==> src/rtl/mem_access_stage.sv <==
// EX/MEM pipeline register plus data-memory access engine: captures execute results,
// runs byte/half/word loads and stores over a req/ack handshake and stalls upstream meanwhile.
module mem_access_stage (
    input  logic        clk_i,
    input  logic        rst_i,
    input  logic        valid_i,
    input  logic [6:0]  ctrl_signal_i,
    input  logic [31:0] retAlu_i,
    input  logic [31:0] wdata_i,
    input  logic [4:0]  WriReg_i,
    input  logic        flush_i,
    output logic        stall_o,
    output logic        misalign_o,
    output logic        dmem_req_o,
    output logic        dmem_we_o,
    output logic [31:0] dmem_addr_o,
    output logic [3:0]  dmem_be_o,
    output logic [31:0] dmem_wdata_o,
    input  logic        dmem_ack_i,
    input  logic [31:0] dmem_rdata_i,
    output logic [6:0]  ctrl_signal_o,
    output logic [31:0] Readdata_o,
    output logic [31:0] retAlu_o,
    output logic [4:0]  WriReg_o
);

    typedef enum logic [0:0] {IDLE = 1'b0, WAIT = 1'b1} state_t;

    state_t      state_r;
    logic        valid_r;
    logic [6:0]  ctrl_r;
    logic [31:0] alu_r;
    logic [31:0] wdata_r;
    logic [4:0]  wreg_r;
    logic        misalign_r;

    logic        in_valid_s;
    logic        in_mem_s;
    logic        in_mis_s;
    logic        stall_s;
    logic        req_s;
    logic        store_s;
    logic        load_s;

    function automatic logic is_misaligned(input logic [1:0] size, input logic [1:0] addr);
        case (size)
            2'b00:   return 1'b0;
            2'b01:   return addr[0];
            default: return (addr != 2'b00);
        endcase
    endfunction

    function automatic logic [3:0] byte_en(input logic [1:0] size, input logic [1:0] addr);
        case (size)
            2'b00:   return 4'b0001 << addr;
            2'b01:   return addr[1] ? 4'b1100 : 4'b0011;
            default: return 4'b1111;
        endcase
    endfunction

    function automatic logic [31:0] store_data(input logic [1:0] size, input logic [31:0] d);
        case (size)
            2'b00:   return {4{d[7:0]}};
            2'b01:   return {2{d[15:0]}};
            default: return d;
        endcase
    endfunction

    // Lane select then sign/zero extension of the returned word
    function automatic logic [31:0] load_format(input logic [1:0] size, input logic uns,
                                                input logic [1:0] addr, input logic [31:0] rd);
        logic [31:0] lane;
        logic [15:0] half;
        lane = rd >> {addr, 3'b000};
        half = addr[1] ? rd[31:16] : rd[15:0];
        case (size)
            2'b00:   return {{24{~uns & lane[7]}}, lane[7:0]};
            2'b01:   return {{16{~uns & half[15]}}, half};
            default: return rd;
        endcase
    endfunction

    assign in_valid_s = valid_i & ~flush_i;
    assign in_mem_s   = in_valid_s & (ctrl_signal_i[3] | ctrl_signal_i[2]);
    assign in_mis_s   = in_mem_s & is_misaligned(ctrl_signal_i[6:5], retAlu_i[1:0]);

    assign req_s   = (state_r == WAIT);
    assign stall_s = req_s & ~dmem_ack_i;
    assign store_s = ctrl_r[2];
    assign load_s  = valid_r & ctrl_r[3] & ~ctrl_r[2];

    // Entry capture, misalign pulse and access FSM
    always_ff @(posedge clk_i) begin
        if (rst_i) begin
            state_r    <= IDLE;
            valid_r    <= 1'b0;
            ctrl_r     <= 7'd0;
            alu_r      <= 32'd0;
            wdata_r    <= 32'd0;
            wreg_r     <= 5'd0;
            misalign_r <= 1'b0;
        end else if (!stall_s) begin
            // Killed misaligned ops enter as bubbles so they never reach the memory
            if (in_valid_s && !in_mis_s) begin
                valid_r <= 1'b1;
                ctrl_r  <= ctrl_signal_i;
                alu_r   <= retAlu_i;
                wdata_r <= wdata_i;
                wreg_r  <= WriReg_i;
            end else begin
                valid_r <= 1'b0;
                ctrl_r  <= 7'd0;
                alu_r   <= 32'd0;
                wdata_r <= 32'd0;
                wreg_r  <= 5'd0;
            end
            misalign_r <= in_mis_s;
            state_r    <= (in_mem_s && !in_mis_s) ? WAIT : IDLE;
        end else begin
            misalign_r <= 1'b0;
        end
    end

    assign stall_o      = stall_s;
    assign misalign_o   = misalign_r;
    assign dmem_req_o   = req_s;
    assign dmem_we_o    = req_s & store_s;
    assign dmem_addr_o  = req_s ? {alu_r[31:2], 2'b00} : 32'd0;
    assign dmem_be_o    = req_s ? byte_en(ctrl_r[6:5], alu_r[1:0]) : 4'd0;
    assign dmem_wdata_o = (req_s && store_s) ? store_data(ctrl_r[6:5], wdata_r) : 32'd0;

    assign ctrl_signal_o = stall_s ? 7'd0 : ctrl_r;
    assign Readdata_o    = load_s ? load_format(ctrl_r[6:5], ctrl_r[4], alu_r[1:0], dmem_rdata_i)
                                  : 32'd0;
    assign retAlu_o      = alu_r;
    assign WriReg_o      = wreg_r;

endmodule

==> config.mk <==
export PLATFORM = sky130hd
export DESIGN_NAME = mem_access_stage
export DESIGN_NICKNAME = d
export VERILOG_FILES = /design/src/rtl/mem_access_stage.sv
export SDC_FILE = /design/constraint.sdc
export NUM_CORES = 1
export LEC_CHECK = 0
export ABC_AREA = 1
export CAP_MARGIN = 20
export CORE_MARGIN = 2
export CORE_UTILIZATION = 41
export CTS_CLUSTER_SIZE = 28
export DETAILED_ROUTE_END_ITERATION = 8
export PLACE_DENSITY_LB_ADDON = 0.1
export SLEW_MARGIN = 20
export SYNTH_ARGS = -nofsm -noshare
export SYNTH_HDL_FRONTEND = slang
export SYNTH_SLANG_ARGS = --single-unit
==> constraint.sdc <==
create_clock -name clk_i -period 2.95 [get_ports clk_i]
set_input_delay 0.59 -clock clk_i [delete_from_list [all_inputs] [get_ports clk_i]]
set_output_delay 0.59 -clock clk_i [all_outputs]
set_load 0.05 [all_outputs]
## Word-level counts from Yosys, hierarchy flattened

Index checks and enable logic that the tools add are counted.

- Flip-flop bits (word level): 79
- Bits of input ports: 113
- Word-level logic and storage cells: 50

- Equal/unequal tests: 2
- Shift operators: 2
- Multiplexer cells: 17
- Bitwise operators: 14
- Reductions and logical operators: 8

Operators by type and width:

| operator | number |
|---|---|
| 32-bit two-way mux | 5 |
| 32-bit case mux with 2 select lines | 2 |
| 32-bit by 5-bit >> shifter with 8-bit output | 1 |
| 16-bit two-way mux | 1 |
| 7-bit two-way mux | 2 |
| 1-bit bitwise AND | 9 |
| 4-bit two-way mux | 2 |
| 4-bit case mux with 2 select lines | 1 |
| 5-bit two-way mux | 1 |
| 2-bit by 1-bit equality test with 1-bit output, second input constant | 2 |
| 2-bit zero test | 2 |
| 1-bit NOT | 4 |
| 1-bit by 2-bit << shifter with 4-bit output, first input constant | 1 |
| 1-bit logical AND | 3 |
| 1-bit two-way mux | 2 |
| 1-bit case mux with 2 select lines | 1 |
| 2-bit nonzero test | 1 |
| 2-bit OR reduction | 1 |
| 1-bit zero test | 1 |
| 1-bit bitwise OR | 1 |

## Depth between registers and ports, before layout

Gate-level depths: netlist (run 1).

- Depth after elaboration: 7
- Mapped depth: 10
- Depth with buffers taken out: 9

## Least setup slack after synthesis (run 1)

OpenSTA, ideal clock, no wires.

- Kind: flip-flop to output port
- Start: reg state_r, in the netlist dmem_req_o
- End: out dmem_wdata_o[16]
- Arrival time: 2553 ps
- Data required time: 2360 ps
- Path slack: -193 ps
- Cell stages (with the launch flop): 6
- Cells stage by stage: dfxtp_1 -> nand2_1 -> inv_1 -> clkbuf_1 -> o21ai_0 -> a21oi_1

- Longest elaborated chain between the ends: 2

RTL lines:

| what | RTL line | source |
|---|---|---|
| start, declared | 29 | `state_t state_r;` |
| start signal, assigned | 118 | `state_r <= (in_mem_s && !in_mis_s) ? WAIT : IDLE;` |
| 1-bit logical AND | 130 | `assign dmem_wdata_o = (req_s && store_s) ? store_data(ctrl_r[6:5], wdata_r) : 32'd0;` |
| 32-bit two-way mux | 130 |  |
| end, declared | 18 | `output logic [31:0] dmem_wdata_o,` |

Every way passes these cells.

## Final worst setup path (run 1)

- Start: in dmem_rdata_i[31]
- End: out Readdata_o[30]

- Longest elaborated chain between the ends: 4
- Elaborated cells on any way between the ends: 6
- Classes of those cells: shift: 1; mux: 3; bitwise: 2

RTL lines:

| what | RTL line | source |
|---|---|---|
| start, declared | 20 | `input logic [31:0] dmem_rdata_i,` |
| 32-bit by 5-bit >> shifter with 8-bit output or 16-bit two-way mux (tied branches) | 74, 75 |  |
| 1-bit bitwise AND (on tied branches) | 77, 78 |  |
| 32-bit case mux with 2 select lines * | 76 | `case (size)` |
| 32-bit two-way mux * | 133 | `assign Readdata_o = load_s ? load_format(ctrl_r[6:5], ctrl_r[4], alu_r[1:0], dmem_rdata_i)` |
| end, declared | 22 | `output logic [31:0] Readdata_o,` |

Mark *: on every way between the ends. The rest lies on a longest branch, timed or not.

==> results.json, run 1 <==
{
  "ys_ff_latch": 79,
  "viasPerCell": 5.33,
  "p_leak_uw": 0.00325,
  "yosysMostFrequentCell": "nand2_1",
  "maxSlewViolCount": 0,
  "die_w_um": 106,
  "grt_pass1_wl_um": 26700,
  "fin_util_pct": 76.3,
  "wl_um": 17500,
  "hold_viol_final": 0,
  "ys_warn_count": 0,
  "cts_root_buf": "clkbuf_8",
  "drtAntennaViolNets": 0,
  "synth_largest_area_cell": "dfxtp_1",
  "synth-edff-count": 0,
  "post_cts_buffers": 0,
  "port_buffers": 258,
  "drtIter0Drc": 435,
  "num_vias": 5662,
  "core_mm2": 0.0102,
  "rsz0062_at_grt": "false",
  "gr-total-overflow": 0,
  "setup-tns-final_ns": 0,
  "power_frac_seq_pct": 45.6,
  "ios": 261,
  "antenna_found_initial": 0,
  "tightest_slew_ns": 1.05,
  "initial_core_util_pct": 41.9,
  "synth_ff_type": "dfxtp_1",
  "worst_ep_arrival_time_ns": 2.23,
  "netlist-cell-type-count": 27,
  "ys_async_sr_fraction_pct": 0,
  "relSlewSlack_pct": 29.8,
  "endpoint_kind": "output port",
  "power.internal_uw": 1790,
  "synthCells": 690,
  "ctsResizeCount": 0,
  "clkPwrFrac_pct": 34.0,
  "holdWs_ns": 0.466,
  "drc": 0,
  "wl_per_cell_um": 16.4,
  "die_y_um": 106,
  "r2r_slack_ns": 0.76,
  "dp_cells": 1048,
  "synth_seq_area_share_pct": 36.9,
  "period_needed_ns": 2.82,
  "avgSynthCellArea_um2": 6.22,
  "ir_drop_v": 0.000292,
  "comb_power_share_pct": 20.3,
  "start_kind": "primary input",
  "dieArea_mm2": 0.0113,
  "clock_sinks": 79,
  "numCtsBuffers": 9,
  "min_path_type": "flop to flop",
  "fp-row-count": 37,
  "worstSkewPairLatency_ns": 0.35,
  "syn2layout_area_growth_pct": 82.0,
  "htree_levels": 3,
  "gp_congestion": 1.04,
  "hold_end": "WriReg_o[2]",
  "hp-start": "WriReg_o[2]",
  "holdBufCountCts": 0,
  "grt_usage_pct": 29.5,
  "drv_cap": 0,
  "crit_fanout": 16,
  "fmax_mhz": 355,
  "cts_tree": "done",
  "netlist_top_cells_area": "dfxtp_1 (37%), nand2_1 (16%), nand3_1 (12%), a21oi_1 (10%), nor2_1 (6.2%)",
  "finalSetupViolations": 0,
  "grt_max_degree": 55,
  "p_sw_uw": 668,
  "fin_crit_sh_pct": 95.5,
  "final_layout_size_suffix_gt1_share_pct": 15.8,
  "synthTopCellsByCount": "nand2_1 (180), nand3_1 (102), a21oi_1 (87), dfxtp_1 (79), nor2_1 (71)",
  "grt_pass1_vias": 5327,
  "final_nets": 1036,
  "skew_ns": 0.00658,
  "clockBufferDepth": 2,
  "status": "finished clean",
  "timing.rr.start": "dmem_req_o",
  "final_cells": 1062,
  "reg2reg_depth": 6,
  "worstPathRequired_ns": 2.36,
  "multiInputGateArea_mm2": 0.00228,
  "netlist.area_leader.share_pct": 36.9,
  "path_clk_slew_ns": 0.07,
  "rr_endpoint": "wdata_r[17]",
  "swShare_pct": 27.1,
  "dpl.hpwl_um": 13100,
  "seq_area_mm2": 0.00158,
  "whs_path_depth": 2,
  "netlist_area_mm2": 0.00429,
  "antenna_cells": 0,
  "critical_path_class": "primary input to output port",
  "firstDrtPassIters": 7,
  "power_density_mw_per_mm2": 315,
  "fillers": 768
}
[metal layers]
| layer | share of wire (%) | global-route usage, % | vias up |
|---|---|---|---|
| met2 | 52 | 53.6 | 296 |
| li1 | - | - | 2681 |
| met3 | 9.6 | 6.62 | 44 |
| met1 | 35 | 32.8 | 2641 |
| met5 | 0 | 0 | - |
| met4 | 3.2 | 12.5 | 0 |
[layout by cell type (no fill, tap or decap), drive strengths merged]
cell	instances
nand2	181
clkdlybuf4s50	169
nand3	104
buf	104
a21oi	87
dfxtp	79
nor2	76
inv	64
o21ai	19
clkbuf	10
a31oi	9
o22ai	8
nor3	5
clkinv	3
conb	2
bufinv	2
a211oi	1
or2	1
o211ai	1
clkinvlp	1
[critical path, cell delays in order]
cell             delay [ns]
clkdlybuf4s50_1        0.55
nand2_1                0.08
nand2_1                0.07
nand2_1                0.05
nand2_1                0.13
nand3_2                0.10
nand3_2                0.10
nand2_4                0.16
nor2_1                 0.22
buf_12                 0.17
[flip-flops by register name, summed over array words and instances (netlist names)]
signal      flops
retAlu_o       32
wdata_r        32
ctrl_r          7
WriReg_o        5
dmem_req_o      1
misalign_o      1
valid_r         1
[stage by stage]
stage	area (um^2)	power (uW)	worst slack [ns]
4_1_cts	7780	2470	0.0317
6_report	7810	2460	0.134
3_3_place_gp	7580	1630	0.164
5_1_grt	7810	2550	0.00691
2_1_floorplan	4320	1380	-0.156
3_5_place_dp	7580	1640	0.0409
[kinds of logic after synthesis]
group	Yosys count	synth area share, %
and+or+nand+nor	367	36.2
AOI/OAI and AO/OA	125	15.2
DFF	79	36.9
buffers and inverters	118	11.7
other	1	0.0874
[power groups by stage]
stage,clock (uW),combinational [uW],sequential (uW)
3_3_place_gp,0,483,1140
5_1_grt,890,530,1130
6_report,838,500,1120
4_1_cts,852,496,1120
2_1_floorplan,0,188,1190
3_5_place_dp,0,493,1150
[how the worst max path moves through the flow]
stage	cells past startpoint	from	slack [ns]	endpoint
after floorplan	5	dmem_req_o	-0.16	dmem_wdata_o[29]
after global placement	10	dmem_rdata_i[31]	0.16	Readdata_o[20]
after detailed placement	10	dmem_rdata_i[31]	0.04	Readdata_o[16]
after CTS	10	dmem_rdata_i[31]	0.03	Readdata_o[16]
after global routing	8	retAlu_o[1]	0.007	Readdata_o[18]
final	10	dmem_rdata_i[31]	0.13	Readdata_o[30]
[layout make-up]
| cell class | count | share of cell area [%] |
|---|---|---|
| multi-input combinational | 494 | 29.1 |
| tap | 136 | 2.18 |
| timing repair buffer | 273 | 42.7 |
| sequential | 79 | 20.3 |
| inverter | 66 | 3.17 |
| clock buffer | 10 | 1.63 |
| clock inverter | 4 | 0.929 |
Power figures use the tool's default switching activity.
==> run 2: changes to the inputs <==
Settings changed: MAX_ROUTING_LAYER from default to met4, SKIP_CTS_REPAIR_TIMING from default to 1.
==> run 2 against run 1 <==
Against the previous run:
- hold slack improved by 0.0014 ns
- largest power group unchanged
- clock power decreased by 12%
- clock skew increased by 0.00093 ns
- worst setup slack got worse by 0.043 ns
- wire length increased by 1.5%
- via count decreased by 1.5%
==> results.json, run 2 (synthesis gave the netlist of run 1 again) <==
{
  "finalSetupViolations": 0,
  "die_w_um": 106,
  "drtIter0Drc": 388,
  "final_common_cell": "nand2_1",
  "fin_crit_sh_pct": 96.9,
  "antenna_found_initial": 0,
  "drtAntennaViolNets": 0,
  "final_layout_size_suffix_gt1_share_pct": 15.0,
  "hp-start": "WriReg_o[4]",
  "swShare_pct": 28.9,
  "hold_viol_final": 0,
  "grt_max_degree": 50,
  "syn2layout_area_growth_pct": 81.0,
  "endpoint_kind": "output port",
  "whs_path_depth": 2,
  "place_area_mm2": 0.00758,
  "worst_ep_arrival_time_ns": 2.27,
  "clock_sinks": 79,
  "grt_usage_pct": 31.0,
  "setup-tns-final_ns": 0,
  "reg2reg_depth": 7,
  "fmax_mhz": 350,
  "clockBufferDepth": 2,
  "gr-total-overflow": 0,
  "clkPwrFrac_pct": 31.2,
  "final_cells": 1065,
  "fillers": 766,
  "period_needed_ns": 2.86,
  "fp-row-count": 37,
  "ios": 261,
  "cts_tree": "done",
  "core_mm2": 0.0102,
  "port_buffers": 258,
  "power.internal_uw": 1680,
  "fin_area_mm2": 0.00776,
  "path_clk_slew_ns": 0.08,
  "initial_core_util_pct": 41.9,
  "p_total_uw": 2360,
  "viasPerCell": 5.24,
  "die_y_um": 106,
  "drc": 0,
  "hold_end": "WriReg_o[4]",
  "tightest_slew_ns": 0.878,
  "wl_um": 17700,
  "timing.rr.start": "dmem_req_o",
  "grt_pass1_vias": 5268,
  "relSlewSlack_pct": 41.3,
  "min_path_type": "flop to flop",
  "slowest_delay_ns": 0.54,
  "worstSkewPairLatency_ns": 0.35,
  "comb_power_share_pct": 21.2,
  "firstDrtPassIters": 7,
  "crit_fanout": 16,
  "power_density_mw_per_mm2": 304,
  "num_vias": 5576,
  "r2r_slack_ns": 0.67,
  "power_frac_seq_pct": 47.6,
  "rr_endpoint": "WriReg_o[1]",
  "wl_per_cell_um": 16.6,
  "dp_cells": 1049,
  "dieArea_mm2": 0.0113,
  "rsz0062_at_grt": "true",
  "htree_levels": 3,
  "p_leak_uw": 0.00325,
  "final_nets": 1037,
  "critPathMostFrequentCell": "nand2_1",
  "ir_drop_v": 0.000333,
  "start_kind": "primary input",
  "gp_congestion": 0.890,
  "p_sw_uw": 682,
  "fin_util_pct": 75.9,
  "critical_path_class": "primary input to output port",
  "dpl.hpwl_um": 13600,
  "cpMaxStageDelayCell": "clkdlybuf4s50_1",
  "grt_pass1_wl_um": 27100,
  "numCtsBuffers": 9,
  "worstPathRequired_ns": 2.36,
  "skew_ns": 0.00751,
  "maxSlewViolCount": 0,
  "status": "finished clean",
  "path_cells": "clkdlybuf4s50_1, nand2_1, nand2_1, nand2_1, nand2_1, nand3_2, nand3_2, nand2_2, nor2_1, buf_12",
  "antenna_cells": 0,
  "drv_cap": 0,
  "final_cell_mix": "nand2_1 (180), clkdlybuf4s50_1 (169), nand3_1 (102)",
  "cts_root_buf": "clkbuf_8"
}
-- run 2: cell count changes in the layout (fill, tap and decap cells not counted), sizes merged --
cell	delta
bufinv	-2
buf	+1
clkbuf	+3
clkinv	+1
-- run 2: metrics by stage --
step | setup slack [ns] | hold WS, ns
floorplan | -0.156 | 0.441
global placement | 0.147 | 0.450
detailed placement | 0.0865 | 0.455
CTS | 0.0573 | 0.471
global route | -0.0379 | 0.487
finish | 0.0911 | 0.467
-- run 2: worst max-delay path, delay by kind of cell --
kind                   cells  cell delay [ns]
AND/OR/NAND/NOR            8             0.96
buffers and inverters      2             0.71
-- run 2: area by class of cell --
type	instances	area, um^2	area share (%)
clock buffers	13	159	2.05
clock inverters	3	17.5	0.226
inverters	66	248	3.19
multi-input cells	494	2250	29.0
flip-flops and latches	79	1580	20.4
well taps	136	170	2.19
repair buffers	274	3340	43.0
-- run 2: how the worst max path moves through the flow --
| stage | start | slack (ns) | endpoint |
|---|---|---|---|
| floorplan | dmem_req_o | -0.16 | dmem_wdata_o[29] |
| global placement | dmem_rdata_i[31] | 0.15 | Readdata_o[20] |
| detailed placement | dmem_rdata_i[31] | 0.09 | Readdata_o[25] |
| CTS | ctrl_r[6] | 0.06 | dmem_wdata_o[28] |
| global route | dmem_rdata_i[31] | -0.04 | Readdata_o[29] |
| finish | dmem_rdata_i[31] | 0.09 | Readdata_o[25] |
-- run 2: per-layer routing --
metal	GRT usage (%)	up-vias	part of all wire, %
met5	-	-	0
li1	-	2687	-
met1	36.3	2600	40
met2	53.0	259	50
met4	10.2	0	2.5
met3	6.56	30	7.7
-- run 2: power groups by stage --
stage / clock (uW) / sequential (uW) / combinational, uW
floorplan: 0 / 1190 / 188
global placement: 0 / 1140 / 487
detailed placement: 0 / 1150 / 496
CTS: 750 / 1120 / 498
global route: 785 / 1130 / 532
finish: 736 / 1120 / 500
==> run 3: changes to the inputs <==
Settings changed: CELL_PAD_IN_SITES_DETAIL_PLACEMENT from default to 0, CELL_PAD_IN_SITES_GLOBAL_PLACEMENT from default to 1, CORE_UTILIZATION 41 to 26.
==> run 3 against run 2 <==
Against the previous run:
- register-to-register slack gained 0.42 ns
- total power grew 23%
- utilization shrank 26 points
- final cell count grew 7.7%
- first-iteration DRC count shrank 26%
- critical path depth is the same
- sequential cell count is the same
- die area grew 55%
- global-route usage shrank 10 points
- clock skew shrank 0.0019 ns
- largest cell class unchanged
- largest power group is now the clock network
==> results.json, run 3 (synthesis gave the netlist of run 1 again) <==
{
  "path_clk_slew_ns": 0.06,
  "syn2layout_area_growth_pct": 87.8,
  "crit_fanout": 16,
  "dieArea_mm2": 0.0175,
  "gp_congestion": 0.854,
  "skew_ns": 0.00559,
  "worstPathRequired_ns": 2.36,
  "ios": 261,
  "relSlewSlack_pct": 58.5,
  "maxSlewViolCount": 0,
  "final_common_cell": "nand2_1",
  "finalSetupViolations": 0,
  "htree_levels": 3,
  "antenna_found_initial": 1,
  "period_needed_ns": 2.76,
  "fin_util_pct": 50.4,
  "power_density_mw_per_mm2": 359,
  "num_vias": 5375,
  "dpl.hpwl_um": 13800,
  "grt_pass1_wl_um": 28400,
  "tightest_slew_ns": 0.619,
  "cts_root_buf": "clkbuf_16",
  "worst_ep_arrival_time_ns": 2.17,
  "critical_path_class": "primary input to output port",
  "worstSkewPairLatency_ns": 0.34,
  "wl_per_cell_um": 15.7,
  "timing.rr.start": "dmem_req_o",
  "final_nets": 1039,
  "min_path_type": "flop to flop",
  "p_total_uw": 2890,
  "clockBufferDepth": 2,
  "hold_viol_final": 0,
  "grt_pass1_vias": 5166,
  "fin_area_mm2": 0.00806,
  "initial_core_util_pct": 26.8,
  "cts_tree": "done",
  "drtAntennaViolNets": 0,
  "fillers": 1621,
  "final_cell_mix": "nand2_1 (180), clkdlybuf4s50_1 (149), nand3_1 (102)",
  "firstDrtPassIters": 4,
  "worstSetupStartpoint": "dmem_rdata_i[31]",
  "path_cells": "clkdlybuf4s50_1, nand2_1, nand2_1, nand2_1, nand2_1, nand3_2, nand3_2, nand2_4, nor2_1, buf_12",
  "slowest_delay_ns": 0.54,
  "start_kind": "primary input",
  "clock_sinks": 79,
  "status": "finished clean",
  "endpoint_kind": "output port",
  "die_w_um": 132,
  "fp-row-count": 46,
  "drc": 0,
  "wl_um": 18000,
  "holdWs_ns": 0.467,
  "gr-total-overflow": 0,
  "grt_max_degree": 48,
  "place_area_mm2": 0.00769,
  "core_mm2": 0.0160,
  "hp-start": "ctrl_r[1]",
  "p_leak_uw": 0.00337,
  "ir_drop_v": 0.000251,
  "final_layout_size_suffix_gt1_share_pct": 18.5,
  "viasPerCell": 4.69,
  "die_y_um": 132,
  "rsz0062_at_grt": "false",
  "drv_cap": 0,
  "port_buffers": 258,
  "grt_usage_pct": 20.8,
  "critPathMostFrequentCell": "nand2_1",
  "fmax_mhz": 362,
  "fin_crit_sh_pct": 93.6,
  "numCtsBuffers": 9,
  "drtIter0Drc": 289,
  "cpMaxStageDelayCell": "clkdlybuf4s50_1"
}
[run 3: layout make-up]
class | count | area (um^2) | share of cell area, %
Timing Repair Buffer | 276 | 3340 | 41.5
Multi-Input combinational cell | 494 | 2270 | 28.2
Sequential cell | 79 | 1580 | 19.6
Tap cell | 216 | 270 | 3.35
Inverter | 66 | 251 | 3.12
Clock buffer | 10 | 229 | 2.84
Clock inverter | 5 | 108 | 1.34
Antenna cell | 1 | 2.50 | 0.0311
[run 3: worst paths after layout]
path | end | slack [ns] | cells past startpoint
worst max-delay path | Readdata_o[20] | 0.19 | 10
worst min-delay path | ctrl_r[1] | 0.47 | 2
worst max register to register | wdata_r[1] | 1.09 | 8
worst min register to register | ctrl_r[1] | 0.47 | 2
[run 3: layer usage]
| metal | track usage, % | part of all wire, % | vias up |
|---|---|---|---|
| met4 | 5.50 | 0.93 | 0 |
| met3 | 3.83 | 5.3 | 9 |
| met2 | 34.8 | 49 | 172 |
| met1 | 25.6 | 44 | 2496 |
| met5 | - | 0 | - |
| li1 | - | - | 2698 |
[run 3: per-stage QoR]
step	worst slack, ns	setup TNS (ns)	instances
3_3_place_gp	0.113	0	1131
2_1_floorplan	-0.156	-0.602	691
4_1_cts	0.0783	0	1146
3_5_place_dp	0.0896	0	1131
5_1_grt	0.0219	0	1147
6_report	0.188	0	1147
[run 3: critical path: cells and delay by family]
family / cells / cell delay, ns
and+or+nand+nor: 8 / 0.87
buffers and inverters: 2 / 0.71
[run 3: power breakdown]
group | internal [uW] | switching [uW]
sequential | 1100 | 25.9
combinational | 231 | 266
clock | 825 | 443
